==> config.mk <==
export PLATFORM = sky130hd
export DESIGN_NAME = mem_bus_arbiter
export DESIGN_NICKNAME = d
export VERILOG_FILES = /design/src/rtl/mem_bus_arbiter.sv
export SDC_FILE = /design/constraint.sdc
export NUM_CORES = 1
export LEC_CHECK = 0
export ABC_AREA = 1
export CAP_MARGIN = 20
export CELL_PAD_IN_SITES_DETAIL_PLACEMENT = 0
export CELL_PAD_IN_SITES_GLOBAL_PLACEMENT = 1
export CORE_MARGIN = 1
export CORE_UTILIZATION = 34
export CTS_CLUSTER_SIZE = 28
export DETAILED_ROUTE_END_ITERATION = 8
export GPL_TIMING_DRIVEN = 0
export MAX_ROUTING_LAYER = met4
export PLACE_DENSITY = 0.9
export SETUP_SLACK_MARGIN = 0.2
export SYNTH_ARGS = -nofsm -noshare
export SYNTH_HDL_FRONTEND = slang
export SYNTH_SLANG_ARGS = --single-unit
==> constraint.sdc <==
create_clock -name clk -period 2.5 [get_ports clk]
set_input_delay 0.5 -clock clk [delete_from_list [all_inputs] [get_ports clk]]
set_output_delay 0.5 -clock clk [all_outputs]
set_load 0.03 [all_outputs]
==> src/rtl/mem_bus_arbiter.sv <==
// mem_bus_arbiter: round-robin owner of the single-wire memory bus.
// Grants one requester and serializes its access as a start/addr/rw/data/stop frame.
module mem_bus_arbiter #(
    parameter int NUM_REQ     = 4,
    parameter int ADDR_WIDTH  = 7,
    parameter int DATA_WIDTH  = 8,
    parameter int ACK_TIMEOUT = 4,
    parameter int READ_LAT    = 2,
    parameter int STOP_CYCLES = 4
) (
    input  logic                          clk,
    input  logic                          reset_n,
    input  logic [NUM_REQ-1:0]            req,
    input  logic [NUM_REQ-1:0]            req_rw,
    input  logic [NUM_REQ*ADDR_WIDTH-1:0] req_addr,
    input  logic [NUM_REQ*DATA_WIDTH-1:0] req_wdata,
    output logic [NUM_REQ-1:0]            gnt,
    output logic [NUM_REQ-1:0]            done,
    output logic                          err,
    output logic [DATA_WIDTH-1:0]         rdata,
    output logic                          busy,
    output logic                          sda_out,
    input  logic                          ack_n,
    input  logic [DATA_WIDTH-1:0]         mem_rdata
);

    localparam int PW  = (NUM_REQ > 1) ? $clog2(NUM_REQ) : 1;
    localparam int AIW = (ADDR_WIDTH > 1) ? $clog2(ADDR_WIDTH) : 1;
    localparam int DIW = (DATA_WIDTH > 1) ? $clog2(DATA_WIDTH) : 1;
    localparam int CW  = 8;

    typedef enum logic [3:0] {
        S_IDLE,
        S_START,
        S_ADDR,
        S_RW,
        S_AACK,
        S_WGAP,
        S_DATA,
        S_DACK,
        S_RWAIT,
        S_STOP
    } state_t;

    state_t                  state_q, state_d;
    logic [CW-1:0]           cnt_q, cnt_d;
    logic [PW-1:0]           ptr_q, ptr_d;
    logic                    rw_q, rw_d;
    logic [ADDR_WIDTH-1:0]   addr_q, addr_d;
    logic [DATA_WIDTH-1:0]   wdata_q, wdata_d;
    logic                    eflag_q, eflag_d;
    logic [NUM_REQ-1:0]      gnt_d;
    logic [NUM_REQ-1:0]      done_d;
    logic                    err_d;
    logic [DATA_WIDTH-1:0]   rdata_d;
    logic                    sda_d;
    logic                    last_stop;

    logic                    found;
    logic [PW-1:0]           win;
    logic [PW-1:0]           idx;

    assign busy = (state_q != S_IDLE);

    // First asserted request at or after the pointer, wrapping.
    always_comb begin
        found = 1'b0;
        win   = '0;
        idx   = '0;
        for (int k = 0; k < NUM_REQ; k++) begin
            idx = PW'((int'(ptr_q) + k) % NUM_REQ);
            if (!found && req[idx]) begin
                found = 1'b1;
                win   = idx;
            end
        end
    end

    always_comb begin
        state_d = state_q;
        cnt_d   = cnt_q;
        ptr_d   = ptr_q;
        rw_d    = rw_q;
        addr_d  = addr_q;
        wdata_d = wdata_q;
        eflag_d = eflag_q;
        gnt_d   = gnt;
        rdata_d = rdata;
        unique case (state_q)
            S_IDLE: begin
                eflag_d = 1'b0;
                if (found) begin
                    state_d = S_START;
                    cnt_d   = '0;
                    gnt_d   = NUM_REQ'(1) << win;
                    ptr_d   = (int'(win) == NUM_REQ - 1) ?
                              '0 : win + PW'(1);
                    rw_d    = req_rw[win];
                    addr_d  = req_addr[win*ADDR_WIDTH +: ADDR_WIDTH];
                    wdata_d = req_wdata[win*DATA_WIDTH +: DATA_WIDTH];
                end
            end
            S_START: begin
                state_d = S_ADDR;
                cnt_d   = '0;
            end
            S_ADDR: begin
                if (cnt_q == CW'(ADDR_WIDTH - 1)) begin
                    state_d = S_RW;
                    cnt_d   = '0;
                end else begin
                    cnt_d = cnt_q + CW'(1);
                end
            end
            S_RW: begin
                cnt_d = '0;
                if (!ack_n) begin
                    state_d = rw_q ? S_WGAP : S_RWAIT;
                end else begin
                    state_d = S_AACK;
                end
            end
            S_AACK: begin
                if (!ack_n) begin
                    state_d = rw_q ? S_WGAP : S_RWAIT;
                    cnt_d   = '0;
                end else if (cnt_q == CW'(ACK_TIMEOUT - 1)) begin
                    state_d = S_STOP;
                    cnt_d   = '0;
                    eflag_d = 1'b1;
                end else begin
                    cnt_d = cnt_q + CW'(1);
                end
            end
            S_WGAP: begin
                if (cnt_q == CW'(1)) begin
                    state_d = S_DATA;
                    cnt_d   = '0;
                end else begin
                    cnt_d = cnt_q + CW'(1);
                end
            end
            S_DATA: begin
                if (cnt_q == CW'(DATA_WIDTH - 1)) begin
                    state_d = ack_n ? S_DACK : S_STOP;
                    cnt_d   = '0;
                end else begin
                    cnt_d = cnt_q + CW'(1);
                end
            end
            S_DACK: begin
                if (!ack_n) begin
                    state_d = S_STOP;
                    cnt_d   = '0;
                end else if (cnt_q == CW'(ACK_TIMEOUT - 1)) begin
                    state_d = S_STOP;
                    cnt_d   = '0;
                    eflag_d = 1'b1;
                end else begin
                    cnt_d = cnt_q + CW'(1);
                end
            end
            S_RWAIT: begin
                if (cnt_q == CW'(READ_LAT - 1)) begin
                    state_d = S_STOP;
                    cnt_d   = '0;
                    rdata_d = mem_rdata;
                end else begin
                    cnt_d = cnt_q + CW'(1);
                end
            end
            S_STOP: begin
                if (cnt_q == CW'(STOP_CYCLES - 1)) begin
                    state_d = S_IDLE;
                    cnt_d   = '0;
                    gnt_d   = '0;
                end else begin
                    cnt_d = cnt_q + CW'(1);
                end
            end
            default: begin
                state_d = S_IDLE;
                cnt_d   = '0;
                gnt_d   = '0;
            end
        endcase
    end

    // Line and pulse outputs are registered from the state being entered.
    always_comb begin
        sda_d = 1'b1;
        unique case (state_d)
            S_IDLE, S_STOP:                  sda_d = 1'b1;
            S_START, S_AACK, S_WGAP,
            S_DACK, S_RWAIT:                 sda_d = 1'b0;
            S_ADDR:  sda_d = addr_d[cnt_d[AIW-1:0]];
            S_RW:    sda_d = rw_d;
            S_DATA:  sda_d = wdata_d[cnt_d[DIW-1:0]];
            default: sda_d = 1'b1;
        endcase
        last_stop = (state_d == S_STOP) &&
                    (cnt_d == CW'(STOP_CYCLES - 1));
        done_d    = last_stop ? gnt_d : '0;
        err_d     = last_stop & eflag_d;
    end

    always_ff @(posedge clk or negedge reset_n) begin
        if (!reset_n) begin
            state_q <= S_IDLE;
            cnt_q   <= '0;
            ptr_q   <= '0;
            rw_q    <= 1'b0;
            addr_q  <= '0;
            wdata_q <= '0;
            eflag_q <= 1'b0;
            gnt     <= '0;
            done    <= '0;
            err     <= 1'b0;
            rdata   <= '0;
            sda_out <= 1'b1;
        end else begin
            state_q <= state_d;
            cnt_q   <= cnt_d;
            ptr_q   <= ptr_d;
            rw_q    <= rw_d;
            addr_q  <= addr_d;
            wdata_q <= wdata_d;
            eflag_q <= eflag_d;
            gnt     <= gnt_d;
            done    <= done_d;
            err     <= err_d;
            rdata   <= rdata_d;
            sda_out <= sda_d;
        end
    end

endmodule

==> metrics.md, run 1 <==
| Metric | Value |
|---|---|
| CP Class | reg2reg |
| Die width | 105 um |
| Cells after synthesis | 525 |
| Clock Path Buffers | 2 |
| Die area | 10900 um^2 |
| Site Rows | 37 |
| Port buffer count | 96 |
| P_leak | 2.57 nW |
| ANT cells | 0 |
| Syn-to-layout area delta | 50.2% |
| GRT Util Overall | 20.4% |
| Final clock skew | 0.00364 ns |
| DP Wirelength | 8030 um |
| Clock sinks | 49 |
| Hold WS | 0.0699 ns |
| RePlAce Congestion | 0.884 |
| Final hold violation count | 0 |
| GRT overflow | 0 |
| Number of enable flip-flop cells after synthesis | 0 |
| Syn Nets | 611 |
| Clock transition at the registers of the reported paths | 0.10 ns |
| Share of layout cells above drive strength 1 | 22.6% |
| Inst Count DP | 758 |
| Final worst path period need | 2.33 ns |
| Sequential-to-total area share from yosys stat | 34.3% |
| 1st-iter DRT viols | 262 |
| Top_reg_cell synth | dfrtp_1 |
| Vias/cell | 4.94 |
| Worst EP arrival | 2.57 ns |
| Slew @ Worst Pin | 0.363 ns |
| Worst vdd ir | 0.780 mV |
| Share of the synthesized area in the top cell type | 33.6% |
| Cells on worst reg2reg path | 20 |
| Average wire per standard cell | 13.4 um |
| Status | finished clean |
| H-tree level count | 2 |
| DRC | 0 |
| Relative slew slack | 75.8% |
| Number of CTS-inserted buffers | 5 |
| Die Y | 105 um |
| Count leader, synth | nand2_1 |
| Fin Setup TNS | 0 ns |
| CP endpoint kind | register |
| Final period utilization | 93.3% |
| Cell taking the most area after synthesis | dfrtp_1 |
| DR vias | 3945 |
| Max_cap viols | 0 |
| Worst Path Required | 2.74 ns |
| Vias in the first global route | 3937 |
| Unrepaired setup endpoints after global routing | true |
| TritonCTS clock tree | yes |
| Core area | 10300 um^2 |
| Netlist cell types | 39 |
| Main area contributors after synthesis | dfrtp_1, nand2_1, nand3_1, inv_1, nand4_1 |
| Pwr/cell area | 1380 nW/um^2 |
| Final #Nets | 748 |
| Worst-Skew Late Latency | 0.30 ns |
| Yosys warns | 0 |
| Largest net degree at the start of global routing | 40 |
| Io pins | 98 |
| Initial Util | 34.8% |
| Initial antenna violation count | 0 |
| Netlist Area Pre-Place | 3580 um^2 |
| Commonest cells in the netlist | nand2_1, nand3_1, inv_1 |
| Fmax | 0.429 GHz |
| Max FO, Critical Path | 10 |
| Avg Cell Area, Syn | 6.82 um^2 |
| Fin util | 52.3% |
| First-pass GRT wire length | 17900 um |
| Final std cells w/o fill | 799 |
| CTS Root Cell | clkbuf_8 |
| Yosys reg bits | 49 |
| Pre-antenna DRT Iters | 5 |
| Final WL | 10700 um |
| Final Setup Violations | 0 |
| Asr flop ratio synth | 100% |
| Routed Antenna Nets | 0 |
| Crit start category | register |
| Slew Limit Fails | 0 |
| Hold WC Path Type | in2async |
power by group:
group | leakage (nW) | internal, mW | switching (mW)
Combinational | 1.91 | 2.23 | 3.43
Sequential | 0.607 | 1.09 | 0.164
Clock | 0.0511 | 0.209 | 0.291
Total | 2.57 | 3.53 | 3.88
state kept, by name, indices dropped and copies added, names as in the netlist, 2 cells and up:
name,flops
addr_q,7
cnt_q,8
done,4
gnt,4
ptr_q,2
rdata,8
state_q,4
wdata_q,8
kinds of logic (layout without fill, tap and decap cells):
family                   after synthesis  after routing  share of synthesized area (%)
AND/OR/NAND/NOR                      348            348                           46.1
buffers and inverters                 81            219                           9.93
flip-flops                            49             49                           34.3
AO/OA/AOI/OAI                         36             36                           6.22
adder cells (fa/ha/maj)                7              7                           2.45
XOR/XNOR                               4              4                          0.979
layout by cell type, fill, tap and decap left out, drive strengths merged, types with 5 or more instances in the layout:
| cell | netlist | layout |
|---|---|---|
| dlygate4sd2 | 0 | 5 |
| nor3 | 11 | 11 |
| clkbuf | 2 | 7 |
| dfrtp | 48 | 48 |
| ha | 7 | 7 |
| nand2 | 177 | 177 |
| nand4 | 26 | 26 |
| and2 | 5 | 5 |
| nand3 | 91 | 91 |
| a21oi | 7 | 7 |
| buf | 15 | 50 |
| inv | 64 | 64 |
| o21ai | 14 | 14 |
| o22ai | 6 | 6 |
| nor2 | 36 | 36 |
| clkdlybuf4s50 | 0 | 90 |
cell type report:
| type | count | area [um^2] |
|---|---|---|
| fill | 984 | 4900 |
| multi-input combinational | 395 | 2230 |
| tap | 136 | 170 |
| inverter | 64 | 255 |
| clock inverter | 3 | 33.8 |
| buffer | 17 | 150 |
| clock buffer | 5 | 68.8 |
| sequential | 49 | 1230 |
| timing repair buffer | 130 | 1230 |
timing repair:
action | in CTS | in global routing
setup endpoints to repair | 7 | 9
setup buffers | 16 | 15
pin swaps | 20 | 21
gates cloned | 1 | 1
hold buffers | 0 | 0
resized for setup | 60 | 32
per-layer routing:
| metal | global-route usage, % | routed length (um) |
|---|---|---|
| met2 | 34.9 | 5230 |
| met5 | - | 0 |
| met1 | 25.5 | 4720 |
| met4 | 5.33 | 189 |
| met3 | 2.62 | 527 |
worst paths after layout:
path | end | from | slack [ns]
worst max-delay path | sda_out | ptr_q[0] | 0.17
worst min-delay path | addr_q[4] | reset_n | 0.07
worst max register to register | sda_out | ptr_q[0] | 0.17
worst min register to register | rdata[4] | rdata[4] | 0.48
max in group asynchronous | cnt_q[0] | reset_n | 1.92
min in group clk | rdata[4] | rdata[4] | 0.48
per-stage QoR:
step | worst slack (ns) | power [mW] | instance area, um^2
2_1_floorplan | 0.448 | 4.70 | 3580
5_1_grt | -0.0438 | 8.15 | 5380
3_5_place_dp | -0.333 | 5.96 | 4720
3_3_place_gp | -0.477 | 5.86 | 4710
6_report | 0.167 | 7.41 | 5380
4_1_cts | 0.145 | 7.07 | 5130
critical path: stages (launching register included):
cell and delay (ns):
dfrtp_1 0.41, buf_6 0.15, inv_8 0.08, nand2_2 0.08, nand3_1 0.09, nand2_2 0.07, nand2_2 0.08, nand2_1 0.07
nand2_2 0.12, nand3_4 0.13, buf_6 0.16, nor2_2 0.08, nor2_2 0.04, o21ai_1 0.07, o211ai_1 0.15, o21ai_1 0.14
inv_2 0.07, nand2_2 0.06, nand2_1 0.06, inv_1 0.06, nand3_2 0.08
(Power assumes the default switching activity.)
==> run 2, diff against run 1 <==
- CORE_UTILIZATION: 34 -> 35
- CTS_BUF_LIST: unset -> sky130_fd_sc_hd__clkbuf_2 sky130_fd_sc_hd__clkbuf_4 sky130_fd_sc_hd__clkbuf_8
- PLACE_DENSITY: 0.9 -> 0.92
==> run 2 against run 1 <==
Against the previous run:
- clock power is 4.0% lower
- via count up 2.6%
- core utilization is 3.2 points higher
- worst setup slack worse by 0.025 ns
- die area down 2.8%
- sequential share of layout area decreased by 0.34 points
- final area up 1.3%
- sequential power is essentially flat
- first-iteration DRC count is 19% lower
- total power up 2.2%
- routed wire length increased by 6.1%
==> metrics.md, run 2 (same netlist as run 1, synthesis figures left out) <==
| Metric | Value |
|---|---|
| Status | finished clean |
| Core area | 9820 um^2 (-4.5%) |
| Max FO, Critical Path | 5 (-5) |
| Io pins | 98 (unchanged) |
| Routed Antenna Nets | 0 (unchanged) |
| Final clock skew | 0.0102 ns (+0.00653 ns) |
| Comb power frac | 77.1% (+0.8 points) |
| CP Class | reg2reg |
| H-tree level count | 2 (unchanged) |
| Final period utilization | 94.3% (+1.0 points) |
| Fmax | 0.424 GHz (-1.1%) |
| Psw | 3.99 mW (+2.7%) |
| Port buffer count | 96 (unchanged) |
| Largest net degree at the start of global routing | 38 (-5.0%) |
| Worst vdd ir | 0.645 mV (-17%) |
| First-pass GRT wire length | 17800 um (-0.65%) |
| Worst-Skew Late Latency | 0.31 ns (about the same) |
| Internal Pwr Total | 3.59 mW (+1.7%) |
| DP Wirelength | 8180 um (+1.9%) |
| DR vias | 4047 (+2.6%) |
| Final hold violation count | 0 (unchanged) |
| Worst Path Required | 2.75 ns (about the same) |
| Final Setup Violations | 0 (unchanged) |
| Hold-fix buffers at CTS | 0 (unchanged) |
| Clk network pwr share | 6.3% (-0.4 points) |
| Initial Util | 36.4% (+1.6 points) |
| Seq pwr share | 16.5% (-0.4 points) |
| DRC | 0 (unchanged) |
| Number of CTS-inserted buffers | 5 (unchanged) |
| TritonCTS clock tree | yes |
| Switching share of power | 52.6% (+0.26 points) |
| CTS Root Cell | clkbuf_8 |
| 1st-iter DRT viols | 213 (-19%) |
| RePlAce Congestion | 0.956 (+8.1%) |
| Most frequent cells in the layout | nand2_1, clkdlybuf4s50_1, nand3_1 |
| Fin worst setup slack | 0.142 ns (-0.0253 ns) |
| Initial antenna violation count | 0 (unchanged) |
| Worst EP arrival | 2.60 ns (+0.03 ns) |
| Site Rows | 36 (-2.7%) |
| Final WL | 11300 um (+6.1%) |
| Unrepaired setup endpoints after global routing | true |
| Die width | 103 um (-1.4%) |
| Average wire per standard cell | 14.2 um (+6.5%) |
| Vias/cell | 5.08 (+3.0%) |
| Share of layout cells above drive strength 1 | 24.6% (+2.0 points) |
| P_leak | 2.57 nW (-0.12%) |
| Clock transition at the registers of the reported paths | 0.09 ns (about the same) |
| Hold WC Path Type | in2async |
| Placed Area | 4720 um^2 (about the same) |
| Pre-antenna DRT Iters | 4 (-1) |
| Fin area | 5450 um^2 (+1.3%) |
| Final #Nets | 748 (unchanged) |
| Most common cell after layout, fill and taps aside | nand2_1 |
| Pwr/cell area | 1390 nW/um^2 (+0.93%) |
| Syn-to-layout area delta | 52.2% |
| Die area | 10600 um^2 (-2.8%) |
| CP endpoint kind | register |
| Relative slew slack | 74.1% (-1.7 points) |
| Design Power | 7.58 mW (+2.2%) |
| GRT Util Overall | 22.0% (+1.6 points) |
| GRT overflow | 0 (unchanged) |
| Clock sinks | 49 (unchanged) |
| Final worst path period need | 2.36 ns (+0.0253 ns) |
| ANT cells | 0 (unchanged) |
| Crit start category | register |
| Die Y | 103 um (-1.4%) |
| Max_cap viols | 0 (unchanged) |
| Slew @ Worst Pin | 0.388 ns (+0.0248 ns) |
| Largest regs | cnt_q: 8 flops, rdata: 8 flops, wdata_q: 8 flops |
| Place WS | -0.390 ns (-0.0570 ns) |
| Vias in the first global route | 3974 (+0.94%) |
| Clock Path Buffers | 2 (unchanged) |
| Slew Limit Fails | 0 (unchanged) |
[run 2: changes by cell type in the layout (fill, tap and decap cells not counted), sizes merged]
cell / delta
clkinv: -3
clkbuf: +1
clkinvlp: +2
[run 2: per-stage QoR]
step	hold WS, ns	utilization [%]	cells	TNS, ns
after floorplan	0.204	-	525	0
after global placement	0.453	47.9	754	-21.27
after detailed placement	0.413	48.1	755	-2.48
after CTS	0.0801	52.8	784	0
after global routing	0.0918	55.5	796	0
final	0.0650	55.5	796	0
[run 2: layout make-up]
cell class | count | area, um^2
well taps | 133 | 166
clock inverters | 2 | 15.0
inverters | 64 | 263
flip-flops and latches | 49 | 1230
repair buffers | 130 | 1250
clock buffers | 6 | 76.3
plain buffers | 17 | 143
fillers | 953 | 4370
multi-input cells | 395 | 2310
[run 2: what timing repair did]
item                                    4_1_cts  5_1_grt
resized for setup                            62       49
setup buffers                                20       10
pin swaps                                    20       17
endpoints found under the setup margin        7        7
cloned                                        1        2
[run 2: metal layers]
metal | share of wire (%) | global-route usage, % | vias to the layer above
met3 | 5.5 | 3.32 | 20
met5 | 0 | - | -
met4 | 1.3 | 6.07 | 0
met1 | 40 | 24.8 | 1900
met2 | 53 | 40.4 | 134
li1 | - | - | 1993
[run 2: power groups by stage]
stage / Clock, mW / Combinational (mW) / Sequential (mW)
finish: 0.480 / 5.85 / 1.25
global route: 0.514 / 6.45 / 1.28
floorplan: 0 / 3.33 / 1.37
detailed placement: 0 / 4.66 / 1.26
CTS: 0.480 / 5.36 / 1.24
global placement: 0 / 4.59 / 1.26
[run 2: final timing paths]
kind / from / slack [ns] / depth (start not counted) / end
min reg2reg: rdata[3] / 0.48 / 2 / rdata[3]
max reg2reg: cnt_q[7] / 0.14 / 10 / err
min in group clk: rdata[3] / 0.48 / 2 / rdata[3]
min: reset_n / 0.07 / 1 / rdata[2]
max in group asynchronous: reset_n / 1.86 / 2 / sda_out
max: cnt_q[7] / 0.14 / 10 / err
[run 2: worst max-delay path: stages (launching register included)]
cell,delay (ns)
dfrtp_1,0.41
inv_2,0.10
nand4_4,0.15
buf_12,0.16
nor3_4,0.22
nor2_2,0.09
nor3_4,0.33
o22ai_1,0.13
or2_1,0.28
nor3_4,0.25
and2_1,0.17
